$ cat config.mk
export PLATFORM = sky130hd
export DESIGN_NAME = sc_bgtimer
export DESIGN_NICKNAME = d
export VERILOG_FILES = /design/src/rtl/sc_bg_pkg.sv /design/src/rtl/sc_bgtimer_channel.sv /design/src/rtl/sc_bgtimer.sv
export SDC_FILE = /design/constraint.sdc
export NUM_CORES = 1
export LEC_CHECK = 0
export BUFFER_PORTS_ARGS = -buffer_cell sky130_fd_sc_hd__buf_2
export CAP_MARGIN = 20
export CORE_ASPECT_RATIO = 1.1
export CORE_MARGIN = 4
export CORE_UTILIZATION = 55
export DETAILED_ROUTE_END_ITERATION = 10
export PLACE_DENSITY = 0.72
export SYNTH_ARGS = -nofsm -noshare
export SYNTH_HDL_FRONTEND = slang
export SYNTH_SLANG_ARGS = --single-unit
export TNS_END_PERCENT = 50
$ cat constraint.sdc
create_clock -name SC_BGTIMER_CLOCK_50 -period 4.54 [get_ports SC_BGTIMER_CLOCK_50]
set_input_delay 0.454 -clock SC_BGTIMER_CLOCK_50 [delete_from_list [all_inputs] [get_ports SC_BGTIMER_CLOCK_50]]
set_output_delay 0.454 -clock SC_BGTIMER_CLOCK_50 [all_outputs]
set_load 0.01 [all_outputs]
$ cat src/rtl/sc_bg_pkg.sv
// Shared constants for the background-lane timeout generator.
package sc_bg_pkg;

  localparam int unsigned CNT_WIDTH_DEF       = 24;
  localparam int unsigned LEVEL_WIDTH_DEF     = 2;
  localparam int unsigned SHIFT_CNT_WIDTH     = 8;
  localparam logic [23:0] PERIOD0_BASE_DEF    = 24'd5000000;
  localparam logic [23:0] PERIOD1_DEF         = 24'd1000000;

endpackage

$ cat src/rtl/sc_bgtimer_channel.sv
// One timeout channel: strobe-driven up-counter with a period compare, sticky
// flag, and a combinational fire indication for the edge on which it wraps.
module sc_bgtimer_channel
  import sc_bg_pkg::*;
#(
  parameter int unsigned CNT_WIDTH = CNT_WIDTH_DEF
) (
  input  logic                 clk_i,
  input  logic                 rst_ni,
  input  logic                 clear_ni,
  input  logic                 strobe_ni,
  input  logic [CNT_WIDTH-1:0] period_i,
  output logic                 flag_o,
  output logic                 fire_o
);

  logic [CNT_WIDTH-1:0] cnt_q, cnt_d;
  logic                 flag_q, flag_d;
  logic                 fire;

  // Next-state: clear wins, then wrap-and-flag, then plain increment, else hold.
  // The >= compare lets a shortened period take effect on the very next strobe.
  always_comb begin
    cnt_d  = cnt_q;
    flag_d = flag_q;
    fire   = 1'b0;
    if (!clear_ni) begin
      cnt_d  = '0;
      flag_d = 1'b0;
    end else if (!strobe_ni) begin
      if (cnt_q >= (period_i - CNT_WIDTH'(1))) begin
        cnt_d  = '0;
        flag_d = 1'b1;
        fire   = 1'b1;
      end else begin
        cnt_d  = cnt_q + CNT_WIDTH'(1);
        flag_d = 1'b0;
      end
    end
  end

  // Counter and flag registers.
  always_ff @(posedge clk_i or negedge rst_ni) begin
    if (!rst_ni) begin
      cnt_q  <= '0;
      flag_q <= 1'b0;
    end else begin
      cnt_q  <= cnt_d;
      flag_q <= flag_d;
    end
  end

  assign flag_o = flag_q;
  assign fire_o = fire;

endmodule

$ cat src/rtl/sc_bgtimer.sv
// Dual-channel timeout generator: channel 0 period shrinks with level,
// channel 1 period is fixed; also counts channel 0 timeouts mod 256.
module sc_bgtimer
  import sc_bg_pkg::*;
#(
  parameter int unsigned          CNT_WIDTH    = CNT_WIDTH_DEF,
  parameter logic [CNT_WIDTH-1:0] PERIOD0_BASE = PERIOD0_BASE_DEF,
  parameter logic [CNT_WIDTH-1:0] PERIOD1      = PERIOD1_DEF,
  parameter int unsigned          LEVEL_WIDTH  = LEVEL_WIDTH_DEF
) (
  input  logic                       SC_BGTIMER_CLOCK_50,
  input  logic                       SC_BGTIMER_RESET_InLow,
  input  logic                       SC_BGTIMER_clear_InLow,
  input  logic                       SC_BGTIMER_upcount0_InLow,
  input  logic                       SC_BGTIMER_upcount1_InLow,
  input  logic [LEVEL_WIDTH-1:0]     SC_BGTIMER_level_In,
  output logic                       SC_BGTIMER_T0_OutLow,
  output logic                       SC_BGTIMER_T1_OutLow,
  output logic [SHIFT_CNT_WIDTH-1:0] SC_BGTIMER_shiftCount_Out
);

  localparam logic [CNT_WIDTH-1:0] ONE    = CNT_WIDTH'(1);
  localparam logic [CNT_WIDTH-1:0] P1_EFF = (PERIOD1 == '0) ? ONE : PERIOD1;

  logic [CNT_WIDTH-1:0]       p0_shift, p0_eff;
  logic                       flag0, flag1, fire0, fire1;
  logic [SHIFT_CNT_WIDTH-1:0] shift_cnt_q, shift_cnt_d;

  // Level-scaled channel 0 period, never allowed to reach zero.
  always_comb begin
    p0_shift = PERIOD0_BASE >> SC_BGTIMER_level_In;
    p0_eff   = (p0_shift == '0) ? ONE : p0_shift;
  end

  sc_bgtimer_channel #(.CNT_WIDTH(CNT_WIDTH)) u_ch0 (
    .clk_i     (SC_BGTIMER_CLOCK_50),
    .rst_ni    (SC_BGTIMER_RESET_InLow),
    .clear_ni  (SC_BGTIMER_clear_InLow),
    .strobe_ni (SC_BGTIMER_upcount0_InLow),
    .period_i  (p0_eff),
    .flag_o    (flag0),
    .fire_o    (fire0)
  );

  sc_bgtimer_channel #(.CNT_WIDTH(CNT_WIDTH)) u_ch1 (
    .clk_i     (SC_BGTIMER_CLOCK_50),
    .rst_ni    (SC_BGTIMER_RESET_InLow),
    .clear_ni  (SC_BGTIMER_clear_InLow),
    .strobe_ni (SC_BGTIMER_upcount1_InLow),
    .period_i  (P1_EFF),
    .flag_o    (flag1),
    .fire_o    (fire1)
  );

  // Shift-event count: cleared with the channels, bumped on each channel 0 wrap.
  always_comb begin
    shift_cnt_d = shift_cnt_q;
    if (!SC_BGTIMER_clear_InLow) begin
      shift_cnt_d = '0;
    end else if (fire0) begin
      shift_cnt_d = shift_cnt_q + SHIFT_CNT_WIDTH'(1);
    end
  end

  // Shift-event count register.
  always_ff @(posedge SC_BGTIMER_CLOCK_50 or negedge SC_BGTIMER_RESET_InLow) begin
    if (!SC_BGTIMER_RESET_InLow) begin
      shift_cnt_q <= '0;
    end else begin
      shift_cnt_q <= shift_cnt_d;
    end
  end

  assign SC_BGTIMER_T0_OutLow      = ~flag0;
  assign SC_BGTIMER_T1_OutLow      = ~flag1;
  assign SC_BGTIMER_shiftCount_Out = shift_cnt_q;

  logic unused_fire1;
  assign unused_fire1 = fire1;

endmodule

==> results of run 1 <==
-- power by group --
part	internal (mW)	total, mW	switching, mW
sequential	0.531	0.549	0.0183
combinational	0.0376	0.113	0.0750
clock	0.264	0.463	0.199
-- cell type report --
type / count / area [um^2] / area share
Tap cell: 82 / 103 / 0.0247
Clock buffer: 12 / 145 / 0.0350
Timing Repair Buffer: 20 / 108 / 0.0259
Clock inverter: 3 / 40.0 / 0.00965
Multi-Input combinational cell: 337 / 2220 / 0.535
Sequential cell: 58 / 1450 / 0.350
Inverter: 22 / 82.6 / 0.0199
-- cells in the final DEF (no fill, tap or decap), types with 7 or more instances in the layout --
cell      instances
nand2_1          44
dfrtp_1          58
clkbuf_8         10
ha_1             33
a21oi_1          29
a21o_1            8
and3_1           13
inv_1            22
mux2i_1           7
a31oi_1          17
nand3_1          17
buf_2            17
nor3_1           11
nor2_1           26
o21ai_0          33
a22o_1           12
nand4_1          16
-- worst max-delay path: stages --
cell	delay, ns
buf_2	0.15
inv_1	0.13
ha_1	0.38
nor3_1	0.19
nand3_1	0.11
xnor2_1	0.16
nor2_1	0.06
ha_1	0.29
a21oi_1	0.16
o21ai_0	0.13
a221oi_2	0.47
nand3_1	0.19
nor2_1	0.46
buf_4	0.26
a221o_1	0.15
-- registers in the layout, summed over array words and instances (netlist names) --
register / cells
SC_BGTIMER_shiftCount_Out: 8
u_ch0.cnt_q: 24
u_ch0.flag_o: 1
u_ch1.cnt_q: 24
u_ch1.flag_o: 1
-- kinds of logic after synthesis --
logic type | Yosys count | share of synthesized area
AO/OA/AOI/OAI | 128 | 0.219
XOR/XNOR | 2 | 0.00455
adder cells (fa/ha/maj) | 33 | 0.107
buffers and inverters | 39 | 0.0461
flip-flops | 58 | 0.377
multiplexers | 8 | 0.0211
other | 2 | 0.00195
AND/OR/NAND/NOR | 164 | 0.223
-- stage by stage --
stage | utilization | hold WS [ns]
4_1_cts | 0.618 | 0.289
3_3_place_gp | 0.590 | 0.494
5_1_grt | 0.618 | 0.325
2_1_floorplan | - | 0.158
6_report | 0.618 | 0.259
3_5_place_dp | 0.590 | 0.495
-- layer usage --
layer  global-route usage  share of wire  wire (um)
met5                    0              0          0
met1                0.304           0.45       3960
met4               0.0959          0.033        290
met2                0.362           0.48       4250
met3               0.0402          0.041        365
-- synth_stat cells (6+ instances only) --
master    count  area share
nand3_1      17       0.022
inv_1        22       0.021
nand2_1      44       0.043
nor2_1       26       0.025
nand4_1      16       0.026
a22o_1       12       0.027
mux2i_1       7       0.018
a21o_1        8       0.016
ha_1         33        0.11
a31oi_1      17       0.028
o21ai_0      33       0.043
and3_1       13       0.021
nor2b_1       6      0.0098
nor4_1        6      0.0098
a21oi_1      29       0.038
dfrtp_1      58        0.38
nor3_1       11       0.014
clkbuf_1      9      0.0088
-- worst paths after layout --
check | from | end | slack, ns | cells past startpoint
worst max-delay path | SC_BGTIMER_level_In[1] | u_ch0.cnt_q[12] | 1.08 | 15
worst min-delay path | SC_BGTIMER_RESET_InLow | u_ch0.cnt_q[7] | 0.26 | 2
worst max register to register | u_ch0.cnt_q[11] | u_ch0.cnt_q[12] | 1.84 | 8
worst min register to register | u_ch1.cnt_q[23] | u_ch1.cnt_q[23] | 0.51 | 1
max in group asynchronous | SC_BGTIMER_RESET_InLow | u_ch1.cnt_q[20] | 3.79 | 2
min in group SC_BGTIMER_CLOCK_50 | SC_BGTIMER_upcount1_InLow | u_ch1.cnt_q[23] | 0.44 | 2
==> impl_metrics.tcl, run 1 <==
set metrics [dict create \
    outcome "finished, final reports clean" \
    dp.cells 518 \
    drive_above_1_share 0.104 \
    synthCells 434 \
    insertion_delay_ns 0.34 \
    dpl-instance-area_um2 3960 \
    io_buffers 16 \
    rows 31 \
    timing_max_transition_violations_final 0 \
    viasPerCell 6.34 \
    finalSetupViolCount 0 \
    cp-end-kind "flip-flop" \
    nets 488 \
    ys_ff_latch 58 \
    crit_required_ns 4.82 \
    dr.first_iter.drc_count 229 \
    grt_pass1_vias 3153 \
    cts-resized-gates 0 \
    fillers 594 \
    synthFlopType "dfrtp_1" \
    gp_congestion 0.851 \
    grt_max_degree 59 \
    totalPowerFinal_mw 1.12 \
    arrival_ns 3.74 \
    finalHoldViolations 0 \
    ioPinCount 17 \
    vias 3383 \
    setup_ws_ns 1.08 \
    rsz0062_at_grt "no" \
    firstDrtPassIters 5 \
    cts_tree "yes" \
    area_growth_pct 7.80 \
    hpwlAfterDp_um 6300 \
    relSlewSlack 0.493 \
    clockBufferDepth 2 \
    finalCritPeriodShare 0.762 \
    synth-edff-count 0 \
    yosysSeqAreaShare 0.377 \
    grt_pass1_wl_um 15100 \
    design_area_um2 4150 \
    instances_no_fill 534 \
    yosysUniqueCellTypes 54 \
    initial_core_util 0.574 \
    syn_avg_cell_area_um2 8.87 \
    cts_max_level 3 \
    drt-wirelength-per-cell_um 16.6 \
    cap_violations 0 \
    clock_sinks 58 \
    start_kind "input port" \
    drc 0 \
    syn_nets 474 \
    dieArea_um2 8400 \
    postCtsHoldBufs 0 \
    root_buffer "clkbuf_8" \
    crit_fanout 8 \
    core_um2 6710 \
    fmax_ghz 0.289 \
    ant_nets 0 \
    hold_path_class "input port to asynchronous set/reset pin" \
    setup_tns_ns 0 \
    gr-total-overflow 0 \
    wl_um 8870 \
    async_flop_share 1.00 \
    fin_crit_ns 3.46 \
    track_usage 0.227 \
    clk_pin_slew_ns 0.06 \
    antenna_found_initial 0 \
    p_leak_nw 1.97 \
    die_h_um 95.8 \
    cts_buffers 9 \
    vdd_drop_max_v 0.000226 \
    insertedDiodeCount 0 \
    worstMarginPinSlew_ns 0.757 \
    setup.worst_path.class "input port to flip-flop" \
    syn-cell-area_um2 3850 \
    cellPowerDensity_nw_per_um2 271 \
    die-width_um 87.8 \
    dp_slack_ns 0.765 \
    yosysWarnings 0 \
    skew_ns 0.00516 \
    cts_setup_buffers 0 \
]
Power figures use the tool's default switching activity.
==> run 2: changes to the inputs <==
Settings changed: PLACE_DENSITY 0.72 to 0.75.
Clock period 4.54 ns to 2.9 ns, I/O delays scaled along.
==> run 2 against run 1 <==
- sequential share of layout area is 1.3 points lower
- register-to-register slack worse by 1.5 ns
- global-route usage is 0.11 points lower
- combinational power is 66% higher
- count of clock-buffer cells in the layout is 3 higher
- core utilization is 2.3 points higher
==> impl_metrics.tcl, run 2 (synthesized netlist as in run 1, its figures left out) <==
set metrics [dict create \
    dpl-instance-area_um2 4070 \
    rsz0062_at_grt "no" \
    combPwrFrac 0.102 \
    cpMaxStageDelayCell "ha_1" \
    cts_tree "yes" \
    ant_nets 0 \
    fin_crit_ns 2.65 \
    fmax_ghz 0.377 \
    slowest_delay_ns 0.31 \
    crit_required_ns 3.14 \
    design_area_um2 4310 \
    crit_chain "buf_2 > inv_1 > ha_1 > nor3_1 > nand3_1 > xnor2_1 > nor2_1 > ha_1 > a21oi_1 > o21ai_0 > a221oi_2 > buf_4 > nand3_1 > or3_1 > a21oi_1" \
    timing_max_transition_violations_final 0 \
    grt_pass1_vias 3264 \
    setup_tns_ns 0 \
    relSlewSlack 0.471 \
    arrival_ns 2.89 \
    dr.first_iter.drc_count 191 \
    final_common_cell "dfrtp_1" \
    gp_congestion 0.917 \
    vias 3411 \
    initial_core_util 0.574 \
    finalHoldViolations 0 \
    seq_power_share 0.464 \
    root_buffer "clkbuf_8" \
    p_sw_uw 461 \
    drc 0 \
    clockBufferDepth 2 \
    crit_fanout 5 \
    wl_um 8730 \
    die_h_um 95.8 \
    cts_max_level 3 \
    setup.worst_path.class "input port to flip-flop" \
    cts_buffers 9 \
    area_growth_pct 11.9 \
    p_leak_nw 2.06 \
    p_int_mw 1.39 \
    outcome "finished, final reports clean" \
    grt_max_degree 37 \
    cap_violations 0 \
    hpwlAfterDp_um 6200 \
    cp-end-kind "flip-flop" \
    firstDrtPassIters 5 \
    io_buffers 16 \
    drive_above_1_share 0.137 \
    cts_setup_buffers 0 \
    fin_hold_ws_ns 0.291 \
    dieArea_um2 8400 \
    finalSetupViolCount 0 \
    cellPowerDensity_nw_per_um2 430 \
    layout_common_cells "58 x dfrtp_1, 44 x nand2_1, 33 x o21ai_0, 33 x ha_1, 29 x a21oi_1" \
    drt-wirelength-per-cell_um 15.9 \
    insertion_delay_ns 0.33 \
    core_um2 6710 \
    hold_path_class "input port to flip-flop" \
    skew_ns 0.00753 \
    finalCritPeriodShare 0.914 \
    switching_share 0.249 \
    clk_pin_slew_ns 0.06 \
    totalPowerFinal_mw 1.85 \
    start_kind "input port" \
    insertedDiodeCount 0 \
    ioPinCount 17 \
    clock_sinks 58 \
    power_frac_clock 0.434 \
    gr-total-overflow 0 \
    worstMarginPinSlew_ns 0.791 \
    nets 503 \
    die-width_um 87.8 \
    grt_pass1_wl_um 15100 \
    antenna_found_initial 0 \
    vdd_drop_max_v 0.000395 \
    rows 31 \
    viasPerCell 6.20 \
    track_usage 0.226 \
]
## run 2: changes by cell type in the layout (fill, tap and decap cells not counted), sizes merged
cell | before | now
clkinv | 2 | 0
clkbuf | 12 | 15
dlygate4sd3 | 0 | 1
buf | 20 | 34
## run 2: area by class of cell
type | instances | area (um^2)
fill | 572 | 2400
multi-input combinational | 337 | 2230
sequential | 58 | 1450
timing repair buffer | 35 | 225
clock buffer | 15 | 186
tap | 82 | 103
inverter | 22 | 82.6
clock inverter | 1 | 30.0
## run 2: final timing paths
check | startpoint | end | slack, ns | cells past startpoint
setup reg to reg | u_ch1.cnt_q[0] | u_ch1.cnt_q[5] | 0.36 | 7
max in group asynchronous | SC_BGTIMER_RESET_InLow | u_ch0.cnt_q[1] | 1.87 | 3
min in group asynchronous | SC_BGTIMER_RESET_InLow | u_ch1.cnt_q[0] | 0.34 | 2
hold reg to reg | u_ch1.cnt_q[22] | u_ch1.cnt_q[22] | 0.52 | 1
setup / recovery | SC_BGTIMER_level_In[0] | u_ch0.cnt_q[0] | 0.25 | 15
hold / removal | SC_BGTIMER_upcount1_InLow | u_ch1.cnt_q[23] | 0.29 | 2
## run 2: power by group through the flow
stage	combinational (mW)	sequential, mW	clock [mW]
after CTS	0.188	0.859	0.814
after global routing	0.214	0.864	0.854
after floorplan	0.125	0.866	0
after detailed placement	0.187	0.874	0
final	0.188	0.860	0.805
after global placement	0.181	0.872	0
## run 2: worst max-delay path, delay by kind of cell
kind	cells	cell delay (ns)
AND/OR/NAND/NOR	5	0.78
AO/OA/AOI/OAI	4	0.72
adder cells (fa/ha/maj)	2	0.59
buffers and inverters	3	0.34
XOR/XNOR	1	0.17
## run 2: timing repair
action / 4_1_cts / 5_1_grt
endpoints found under the setup margin: 0 / 5
gates resized for setup: 0 / 2
hold endpoints to repair: 8 / 0
hold buffers: 1 / 0
## run 2: per-layer routing
metal / vias up / wire length (um) / global-route usage
met1: 1669 / 4220 / 0.313
li1: 1669 / - / -
met5: - / 0 / 0
met2: 65 / 4130 / 0.362
met3: 8 / 303 / 0.0420
met4: 0 / 82 / 0.0652
## run 2: metrics by stage
step           setup slack [ns]  cells  utilization
3_3_place_gp           -0.00145    533        0.607
5_1_grt                  0.0303    550        0.642
6_report                  0.250    550        0.642
2_1_floorplan            0.0204    434            -
3_5_place_dp             -0.102    533        0.607
4_1_cts                   0.214    550        0.641
==> run 3: changes to the inputs <==
==> constraint.sdc (replaced) <==
create_clock -name SC_BGTIMER_CLOCK_50 -period 2.9 [get_ports SC_BGTIMER_CLOCK_50]
set_input_delay 0.145 -clock SC_BGTIMER_CLOCK_50 [delete_from_list [all_inputs] [get_ports SC_BGTIMER_CLOCK_50]]
set_output_delay 0.145 -clock SC_BGTIMER_CLOCK_50 [all_outputs]
set_load 0.01 [all_outputs]
==> run 3 against run 2 <==
- core utilization decreased by 0.13 points
- clock power up 19%
- largest power group is now the clock network
- register-to-register slack better by 0.04 ns
- critical path type unchanged
==> impl_metrics.tcl, run 3 (synthesized netlist as in run 1, its figures left out) <==
set metrics [dict create \
    area_growth_pct 11.6 \
    dr.first_iter.drc_count 178 \
    die_h_um 95.8 \
    p_sw_uw 486 \
    arrival_ns 2.93 \
    core_um2 6710 \
    p_int_mw 1.51 \
    die-width_um 87.8 \
    initial_core_util 0.574 \
    hpwlAfterDp_um 6090 \
    crit_chain "buf_2 > inv_1 > ha_1 > nor3_1 > nand3_1 > xnor2_1 > nor2_1 > ha_1 > a21oi_1 > o21ai_0 > a221oi_2 > buf_4 > a31oi_1 > and4_1 > mux2i_1" \
    rsz0062_at_grt "no" \
    worstMarginPinSlew_ns 0.742 \
    relSlewSlack 0.503 \
    rows 31 \
    dieArea_um2 8400 \
    clock_sinks 58 \
    cpMaxStageDelayCell "a31oi_1" \
    holdCritStartpoint "SC_BGTIMER_upcount1_InLow" \
    cap_violations 0 \
    cp_top_family "compound AO/OA/AOI/OAI gates" \
    vias 3380 \
    gr-total-overflow 0 \
    cellPowerDensity_nw_per_um2 464 \
    cts_tree "yes" \
    cp-end-kind "flip-flop" \
    fmax_ghz 0.376 \
    drt-wirelength-per-cell_um 15.9 \
    critPathLaunch "SC_BGTIMER_level_In[0]" \
    clockBufferDepth 2 \
    outcome "finished, final reports clean" \
    track_usage 0.226 \
    crit_required_ns 3.16 \
    start_kind "input port" \
    insertion_delay_ns 0.34 \
    totalPowerFinal_mw 2.00 \
    cts_max_level 3 \
    finalSetupViolCount 0 \
    skew_ns 0.00591 \
    crit_top_cell "ha_1" \
    cp.buffers_inverters 3 \
    cts_buffers 9 \
    fin_hold_ws_ns 0.139 \
    drc 0 \
    nets 498 \
    setup.worst_path.class "input port to flip-flop" \
    hold_path_class "input port to flip-flop" \
    clk_pin_slew_ns 0.07 \
    vdd_drop_max_v 0.000417 \
    io_buffers 16 \
    combPwrFrac 0.092 \
    wl_um 8680 \
    crit_fanout 5 \
    ant_nets 0 \
    firstDrtPassIters 4 \
    seq_power_share 0.430 \
    drive_above_1_share 0.130 \
    power_frac_clock 0.478 \
    switching_share 0.243 \
    grt_pass1_wl_um 15000 \
    finalCritPeriodShare 0.918 \
    root_buffer "clkbuf_8" \
    antenna_found_initial 0 \
    ioPinCount 17 \
    fin_crit_ns 2.66 \
    final_common_cell "dfrtp_1" \
    instances_no_fill 545 \
    finalHoldViolations 0 \
    slowest_delay_ns 0.38 \
    gp_congestion 0.884 \
    timing_max_transition_violations_final 0 \
    grt_pass1_vias 3210 \
    worstReg2RegStart "u_ch1.cnt_q[0]" \
    grt_max_degree 37 \
    viasPerCell 6.20 \
    dp.cells 528 \
    p_leak_nw 2.05 \
    layout_common_cells "58 x dfrtp_1, 44 x nand2_1, 33 x o21ai_0, 33 x ha_1, 29 x a21oi_1" \
    insertedDiodeCount 0 \
]
run 3: changes by cell type in the layout (fill, tap and decap cells not counted):
cell / before / now
buf_4: 18 / 13
bufinv_16: 1 / 3
clkbuf_1: 2 / 0
clkbuf_8: 13 / 11
clkinv_2: 0 / 2
a31oi_1: 16 / 17
a31oi_2: 1 / 0
run 3: power groups by stage:
stage	registers, mW	clock network (mW)	logic (mW)
after floorplan	0.866	0	0.125
after detailed placement	0.873	0	0.182
after global placement	0.872	0	0.176
final	0.858	0.955	0.183
after CTS	0.858	0.964	0.184
after global routing	0.863	1.01	0.211
run 3: layout make-up:
cell class	count	area, um^2
clock buffer	11	151
clock inverter	5	100
fill	555	2410
inverter	22	82.6
multi-input combinational	337	2220
sequential	58	1450
tap	82	103
timing repair buffer	30	188
run 3: worst paths after layout:
| check | endpoint | slack [ns] | depth (start not counted) |
|---|---|---|---|
| hold reg to reg | u_ch1.cnt_q[22] | 0.52 | 1 |
| min in group asynchronous | u_ch1.cnt_q[2] | 0.32 | 2 |
| max in group asynchronous | u_ch0.cnt_q[8] | 1.73 | 3 |
| setup / recovery | SC_BGTIMER_shiftCount_Out[6] | 0.24 | 15 |
| setup reg to reg | u_ch1.cnt_q[15] | 0.40 | 7 |
| hold / removal | u_ch1.cnt_q[21] | 0.14 | 2 |
run 3: per-layer routing:
layer	vias up	routed length, um	track usage
met5	-	0	0
met4	0	89	0.0575
met3	10	256	0.0437
met2	57	4170	0.372
met1	1650	4170	0.306
li1	1663	-	-
run 3: what timing repair did:
item	4_1_cts	5_1_grt
setup buffers	0	0
resized for setup	0	1
setup endpoints to repair	0	2
hold endpoints to repair	23	0
hold buffers	1	0
run 3: per-stage QoR:
stage                     instance area, um^2   util  TNS [ns]  setup WS [ns]
after floorplan                          3850      -         0          0.165
after global placement                   4040  0.601         0         0.0506
after detailed placement                 4040  0.601   -0.0790        -0.0428
after CTS                                4300  0.640         0          0.277
after global routing                     4300  0.641         0        0.00494
final                                    4300  0.641         0          0.238
